`src/rtl/blink_rate_meter.sv`:
```
// blink_rate_meter: measures the half-period of an external square wave
// and classifies it as a 1, 2, 5 or 10 Hz blink rate.
// The input is synchronised, both edges are detected, and the clocks
// between consecutive edges are counted. Each completed interval is
// reported with a one-cycle strobe. A stalled input raises a timeout level.
module blink_rate_meter #(
    parameter int          CNT_W        = 25,
    parameter int unsigned HALF_1       = 12500001,
    parameter int unsigned HALF_2       = 6250001,
    parameter int unsigned HALF_5       = 2500001,
    parameter int unsigned HALF_10      = 1250001,
    parameter int unsigned TOL_SHIFT    = 4,
    parameter int unsigned TIMEOUT_CLKS = 25000000
) (
    input  logic             i_Clk,
    input  logic             i_Rst,
    input  logic             i_Sig,
    output logic [CNT_W-1:0] o_Half_Period,
    output logic             o_Valid,
    output logic [2:0]       o_Rate,
    output logic             o_Timeout
);

    typedef enum logic {
        IDLE,
        MEASURE
    } state_t;

    // Nominal half-periods, listed in rate-code order (code = index + 1).
    localparam int unsigned HALVES [4] = '{HALF_1, HALF_2, HALF_5, HALF_10};

    localparam logic [CNT_W-1:0] TIMEOUT_VAL = CNT_W'(TIMEOUT_CLKS);
    localparam logic [CNT_W-1:0] ONE         = {{(CNT_W-1){1'b0}}, 1'b1};

    logic             s1_reg, s2_reg, s3_reg;
    logic             sig_edge;
    state_t           state_reg, state_next;
    logic [CNT_W-1:0] cnt_reg, cnt_next;
    logic [CNT_W-1:0] period_reg, period_next;
    logic [2:0]       rate_reg, rate_next;
    logic             valid_reg, valid_next;
    logic             timeout_reg, timeout_next;
    logic [3:0]       match;
    logic [2:0]       rate_code;

    // Two-flop synchroniser plus one history flop for edge detection.
    always_ff @(posedge i_Clk) begin
        if (i_Rst) begin
            s1_reg <= 1'b0;
            s2_reg <= 1'b0;
            s3_reg <= 1'b0;
        end else begin
            s1_reg <= i_Sig;
            s2_reg <= s1_reg;
            s3_reg <= s2_reg;
        end
    end

    // Either polarity of transition counts as an edge.
    assign sig_edge = s2_reg ^ s3_reg;

    // One tolerance window per rate; bounds are fixed at elaboration.
    generate
        for (genvar gi = 0; gi < 4; gi++) begin : g_window
            localparam int unsigned TOL = HALVES[gi] >> TOL_SHIFT;
            localparam logic [CNT_W-1:0] LO = CNT_W'(HALVES[gi] - TOL);
            localparam logic [CNT_W-1:0] HI = CNT_W'(HALVES[gi] + TOL);
            assign match[gi] = (cnt_reg >= LO) && (cnt_reg <= HI);
        end
    endgenerate

    // Windows do not overlap, so the priority order only matters for
    // pathological parameter choices; no match reports code 0.
    always_comb begin
        rate_code = 3'd0;
        if (match[0])      rate_code = 3'd1;
        else if (match[1]) rate_code = 3'd2;
        else if (match[2]) rate_code = 3'd3;
        else if (match[3]) rate_code = 3'd4;
    end

    // State and output registers.
    always_ff @(posedge i_Clk) begin
        if (i_Rst) begin
            state_reg   <= IDLE;
            cnt_reg     <= '0;
            period_reg  <= '0;
            rate_reg    <= 3'd0;
            valid_reg   <= 1'b0;
            timeout_reg <= 1'b0;
        end else begin
            state_reg   <= state_next;
            cnt_reg     <= cnt_next;
            period_reg  <= period_next;
            rate_reg    <= rate_next;
            valid_reg   <= valid_next;
            timeout_reg <= timeout_next;
        end
    end

    // Next-state logic: an edge always takes priority over the timeout,
    // so an interval of exactly TIMEOUT_CLKS is still measured.
    always_comb begin
        state_next   = state_reg;
        cnt_next     = cnt_reg;
        period_next  = period_reg;
        rate_next    = rate_reg;
        valid_next   = 1'b0;
        timeout_next = timeout_reg;
        case (state_reg)
            IDLE: begin
                cnt_next = '0;
                if (sig_edge) begin
                    // First edge only starts the interval; nothing to report.
                    state_next   = MEASURE;
                    cnt_next     = ONE;
                    timeout_next = 1'b0;
                end
            end
            MEASURE: begin
                if (sig_edge) begin
                    period_next = cnt_reg;
                    rate_next   = rate_code;
                    valid_next  = 1'b1;
                    cnt_next    = ONE;
                end else if (cnt_reg == TIMEOUT_VAL) begin
                    // Input stalled: keep the last period, drop the rate.
                    state_next   = IDLE;
                    timeout_next = 1'b1;
                    rate_next    = 3'd0;
                    cnt_next     = '0;
                end else begin
                    cnt_next = cnt_reg + ONE;
                end
            end
            default: begin
                state_next = IDLE;
                cnt_next   = '0;
            end
        endcase
    end

    assign o_Half_Period = period_reg;
    assign o_Rate        = rate_reg;
    assign o_Valid       = valid_reg;
    assign o_Timeout     = timeout_reg;

endmodule

```
`config.mk`:
```
export PLATFORM = sky130hd
export DESIGN_NAME = blink_rate_meter
export DESIGN_NICKNAME = d
export VERILOG_FILES = /design/src/rtl/blink_rate_meter.sv
export SDC_FILE = /design/constraint.sdc
export NUM_CORES = 1
export LEC_CHECK = 0
export CAP_MARGIN = 20
export CORE_ASPECT_RATIO = 2
export CORE_MARGIN = 8
export CORE_UTILIZATION = 39
export CTS_CLUSTER_DIAMETER = 200
export DETAILED_ROUTE_END_ITERATION = 6
export SYNTH_ARGS = -nofsm -noshare
export SYNTH_HDL_FRONTEND = slang
export SYNTH_SLANG_ARGS = --single-unit
export TNS_END_PERCENT = 10
```
`constraint.sdc`:
```
create_clock -name i_Clk -period 5.8 [get_ports i_Clk]
set_input_delay 0.58 -clock i_Clk [delete_from_list [all_inputs] [get_ports i_Clk]]
set_output_delay 0.58 -clock i_Clk [all_outputs]
set_load 0.05 [all_outputs]
```
==> results_tabular.tex <==
\begin{tabular}{lr}
\hline
Metric & Value \\
\hline
\multicolumn{2}{l}{\textbf{Finish}} \\
Layout cell share with drive strength beyond 1 & 0.08796 \\
Net count reported at finish & 433 \\
Total area of multi-input combinational cells & 1872 µm² \\
Antenna cells & 0 \\
Most common cell after layout, fill and taps aside & sky130\_fd\_sc\_hd\_\_nand2\_1 \\
Final standard cell area without fillers & 3837 µm² \\
Layout filler cell count & 836 \\
Final core occ & 0.4695 \\
Register area & 1181 µm² \\
Highest-count cells in the layout ignoring fill and taps & 75 x sky130\_fd\_sc\_hd\_\_nand2\_1, 59 x sky130\_fd\_sc\_hd\_\_dfxtp\_1, 55 x sky130\_fd\_sc\_hd\_\_nor2\_1 \\
Area added between synthesis and finish & 17.69\% \\
\multicolumn{2}{l}{\textbf{Detailed routing}} \\
Post-DR vias/cell & 5.736 \\
DRT Pass-1 Iters & 7 \\
Mean routed wirelength per cell & 18.80 µm \\
Via count & 3,040 \\
Total wirelength of the detailed-routed design & 9966 µm \\
Detailed router's first-iteration violation count & 395 \\
DRC Markers & 0 \\
Antenna-violating nets left & 0 \\
\multicolumn{2}{l}{\textbf{Logic synthesis}} \\
Largest area contributor in the synthesized netlist & sky130\_fd\_sc\_hd\_\_dfxtp\_1 \\
YS warnings & 0 \\
Cell variety after synth & 68 \\
Post-synth design cell area & 3261 µm² \\
Top cell type's share of synthesized area & 0.3622 \\
Synthesis-stage register bit count & 59 \\
Main flop type after synthesis & sky130\_fd\_sc\_hd\_\_dfxtp\_1 \\
Count of flip-flops with a built-in enable after synthesis & 0 \\
Sequential area share after synthesis & 0.3622 \\
Net count of the mapped netlist & 422 \\
Post-synthesis async set-or-reset flop share & 0 \\
Mean cell area of the mapped netlist & 7.819 µm² \\
Ranking of synthesized cells by area & sky130\_fd\_sc\_hd\_\_dfxtp\_1 36\%, sky130\_fd\_sc\_hd\_\_nand2\_1 8.6\%, sky130\_fd\_sc\_hd\_\_nor2\_1 6.3\% \\
Gate count after technology mapping & 417 \\
\multicolumn{2}{l}{\textbf{Timing}} \\
Setup repair after global routing missed its margin & no \\
Final min period & 2.365 ns \\
Relative slew slack & 0.4704 \\
Highest clock rate & 422.9 MHz \\
Worst setup skew after layout & 0.006214 ns \\
Total negative setup slack & 0 ns \\
Fin. max-slew vios & 0 \\
Actual slew at the worst max-slew pin & 0.7924 ns \\
Worst slack on hold paths & 0.4337 ns \\
Setup violation total in the final timing report & 0 \\
Final worst-path cycle share & 0.4077 \\
Number of failing hold endpoints at the final stage & 0 \\
\multicolumn{2}{l}{\textbf{GRT}} \\
Initial antenna violation count & 0 \\
Met3 track demand over resource & 0.03960 \\
Vias in the first global route & 3,067 \\
Global routing's busiest layer & met2 \\
Met1 GRT Util & 0.1901 \\
Grt met2 use & 0.2935 \\
Wire length of the first global-routing pass & 16,100 µm \\
Gr usage total & 0.1770 \\
Maximum number of pins on one net before global-route repair & 35 \\
Total congestion overflow after global routing & 0 \\
\multicolumn{2}{l}{\textbf{Floorplan}} \\
Floorplan die width & 80.66 µm \\
Overall die area & 11,720 µm² \\
Total core area & 8174 µm² \\
Number of primary I/O pins & 33 \\
Number of standard-cell rows in the floorplan & 47 \\
Vertical extent of the die & 145.3 µm \\
Initial core utilization & 0.3989 \\
\multicolumn{2}{l}{\textbf{Critical path}} \\
Category of the worst setup path capture point & flop \\
Kind of cell adding the most delay to the critical path & simple AND/OR/NAND/NOR gates \\
Critical R2R Launch & cnt\_reg[15] \\
Crit path buffers/inverters & 0 \\
Worst Path Arrival & 2.57 ns \\
Cells along the critical path & nand2\_1, or3\_1, a311oi\_1, nor3\_2, o21ai\_1, a22oi\_2 \\
Reg-to-reg endpoint & o\_Rate[1] \\
Largest stage delay on the critical path & 0.72 ns \\
Startpoint types & flop \\
Number of cells on the worst reg-to-reg path & 6 \\
Critical-path maximum fanout & 14 \\
FF-to-FF setup slack & 3.44 ns \\
Kind of critical path & reg2reg \\
Required @ worst endpoint & 6.00 ns \\
Master of the slowest instance on the critical path & sky130\_fd\_sc\_hd\_\_dfxtp\_1 \\
\multicolumn{2}{l}{\textbf{Clock tree}} \\
TritonCTS clock tree & yes \\
H-Tree Depth & 3 \\
Number of CTS-inserted buffers & 9 \\
Number of buffers added for setup after CTS & 0 \\
Post-CTS Resized & 0 \\
Clock Sink Count & 59 \\
Clock latency of the later-clocked register in the worst-skew pair & 0.33 ns \\
Number of buffers on the longest clock path & 2 \\
Root Buffer & sky130\_fd\_sc\_hd\_\_clkbuf\_16 \\
CTS clk-pin slew, worst paths & 0.05 ns \\
Number of hold buffers added after cts & 0 \\
\multicolumn{2}{l}{\textbf{Run}} \\
Reported max-cap violation count & 0 \\
\multicolumn{2}{l}{\textbf{Placement}} \\
Quantity of I/O buffers inserted on ports & 32 \\
Final weighted congestion in routability-driven placement & 0.9460 \\
Post-detail-place hpwl & 7191 µm \\
Placed Area & 3545 µm² \\
\multicolumn{2}{l}{\textbf{Power and ir drop}} \\
P\_sw & 0.1964 mW \\
Sequential Power Share & 0.433 \\
Power Internal & 0.7526 mW \\
Net Sw Frac & 0.2069 \\
Power density over the cells & 247.3 nW/µm² \\
Overall power of the completed layout & 0.9490 mW \\
Power share of the clock group & 0.548 \\
Proportion of power drawn by combinational gates & 0.019 \\
Leakage Power & 1.206 nW \\
Worst VDD drop & 221.2 µV \\
\multicolumn{2}{l}{\textbf{Hold path}} \\
Origin of the worst min-delay path & s1\_reg \\
Hold path cells & 1 \\
Worst hold endpoint & s2\_reg \\
Class of the tightest hold or removal check & reg2reg \\
\multicolumn{2}{l}{\textbf{Outcome}} \\
Status & finished clean \\
\hline
\end{tabular}
## metal layers
metal / wire length (µm) / vias to the layer above
met5: 0 / -
met2: 5107 / 123
met4: 523 / 0
met3: 571 / 39
li1: - / 1475
met1: 3764 / 1403
## through the flow
step           instances  setup WS [ns]
5_1_grt              530          3.287
3_3_place_gp         515          3.456
6_report             530          3.435
3_5_place_dp         515          3.425
2_1_floorplan        417          3.901
4_1_cts              530          3.516
## cell usage after synthesis, types with 3 or more instances
master and count:
sky130_fd_sc_hd__nand2_1 75, sky130_fd_sc_hd__dfxtp_1 59, sky130_fd_sc_hd__nor2_1 55, sky130_fd_sc_hd__a21oi_1 32, sky130_fd_sc_hd__buf_2 16, sky130_fd_sc_hd__xnor2_1 13
sky130_fd_sc_hd__nor3_1 12, sky130_fd_sc_hd__xor2_1 12, sky130_fd_sc_hd__clkbuf_1 11, sky130_fd_sc_hd__nand3_1 9, sky130_fd_sc_hd__nand4_1 8, sky130_fd_sc_hd__a31oi_1 6
sky130_fd_sc_hd__and4_1 6, sky130_fd_sc_hd__nor4_1 6, sky130_fd_sc_hd__buf_4 5, sky130_fd_sc_hd__inv_1 5, sky130_fd_sc_hd__or3_1 5, sky130_fd_sc_hd__nor2b_1 4
sky130_fd_sc_hd__or4_1 4, sky130_fd_sc_hd__a211oi_1 3, sky130_fd_sc_hd__nand4b_1 3, sky130_fd_sc_hd__o21ai_0 3, sky130_fd_sc_hd__o31ai_1 3
## worst max path at each step
stage                  end  slack, ns  cells after the start         from
6_report         o_Rate[1]       3.44                      6  cnt_reg[15]
5_1_grt          o_Rate[1]       3.29                      6  cnt_reg[15]
4_1_cts          o_Rate[1]       3.52                      7   cnt_reg[0]
3_5_place_dp   cnt_reg[20]       3.42                      5        i_Rst
3_3_place_gp     o_Rate[1]       3.46                      7   cnt_reg[0]
2_1_floorplan    o_Rate[1]       3.90                      7   cnt_reg[0]
## layout make-up
type / instances / share of cell area
inverter: 5 / 0.004891
timing repair buffer: 36 / 0.09129
tap: 98 / 0.03195
clock buffer: 10 / 0.06228
sequential: 59 / 0.3078
clock inverter: 5 / 0.01402
multi-input combinational: 317 / 0.4878
## power by group through the flow
| stage | Sequential [mW] | Combinational [mW] | Clock [mW] |
|---|---|---|---|
| 2_1_floorplan | 0.419 | 0.0123 | 0 |
| 3_3_place_gp | 0.419 | 0.0182 | 0 |
| 3_5_place_dp | 0.419 | 0.0184 | 0 |
| 4_1_cts | 0.410 | 0.0184 | 0.531 |
| 5_1_grt | 0.411 | 0.0199 | 0.547 |
| 6_report | 0.411 | 0.0181 | 0.520 |
## cell families after synthesis
family	after synthesis	share of synthesized area
flops	59	0.3622
compound gates	72	0.1485
buf+inv	41	0.06370
fa+ha+maj	2	0.007673
xor+xnor	25	0.06715
simple gates	218	0.3507
Note: power is estimated with default switching activity, not from simulation.
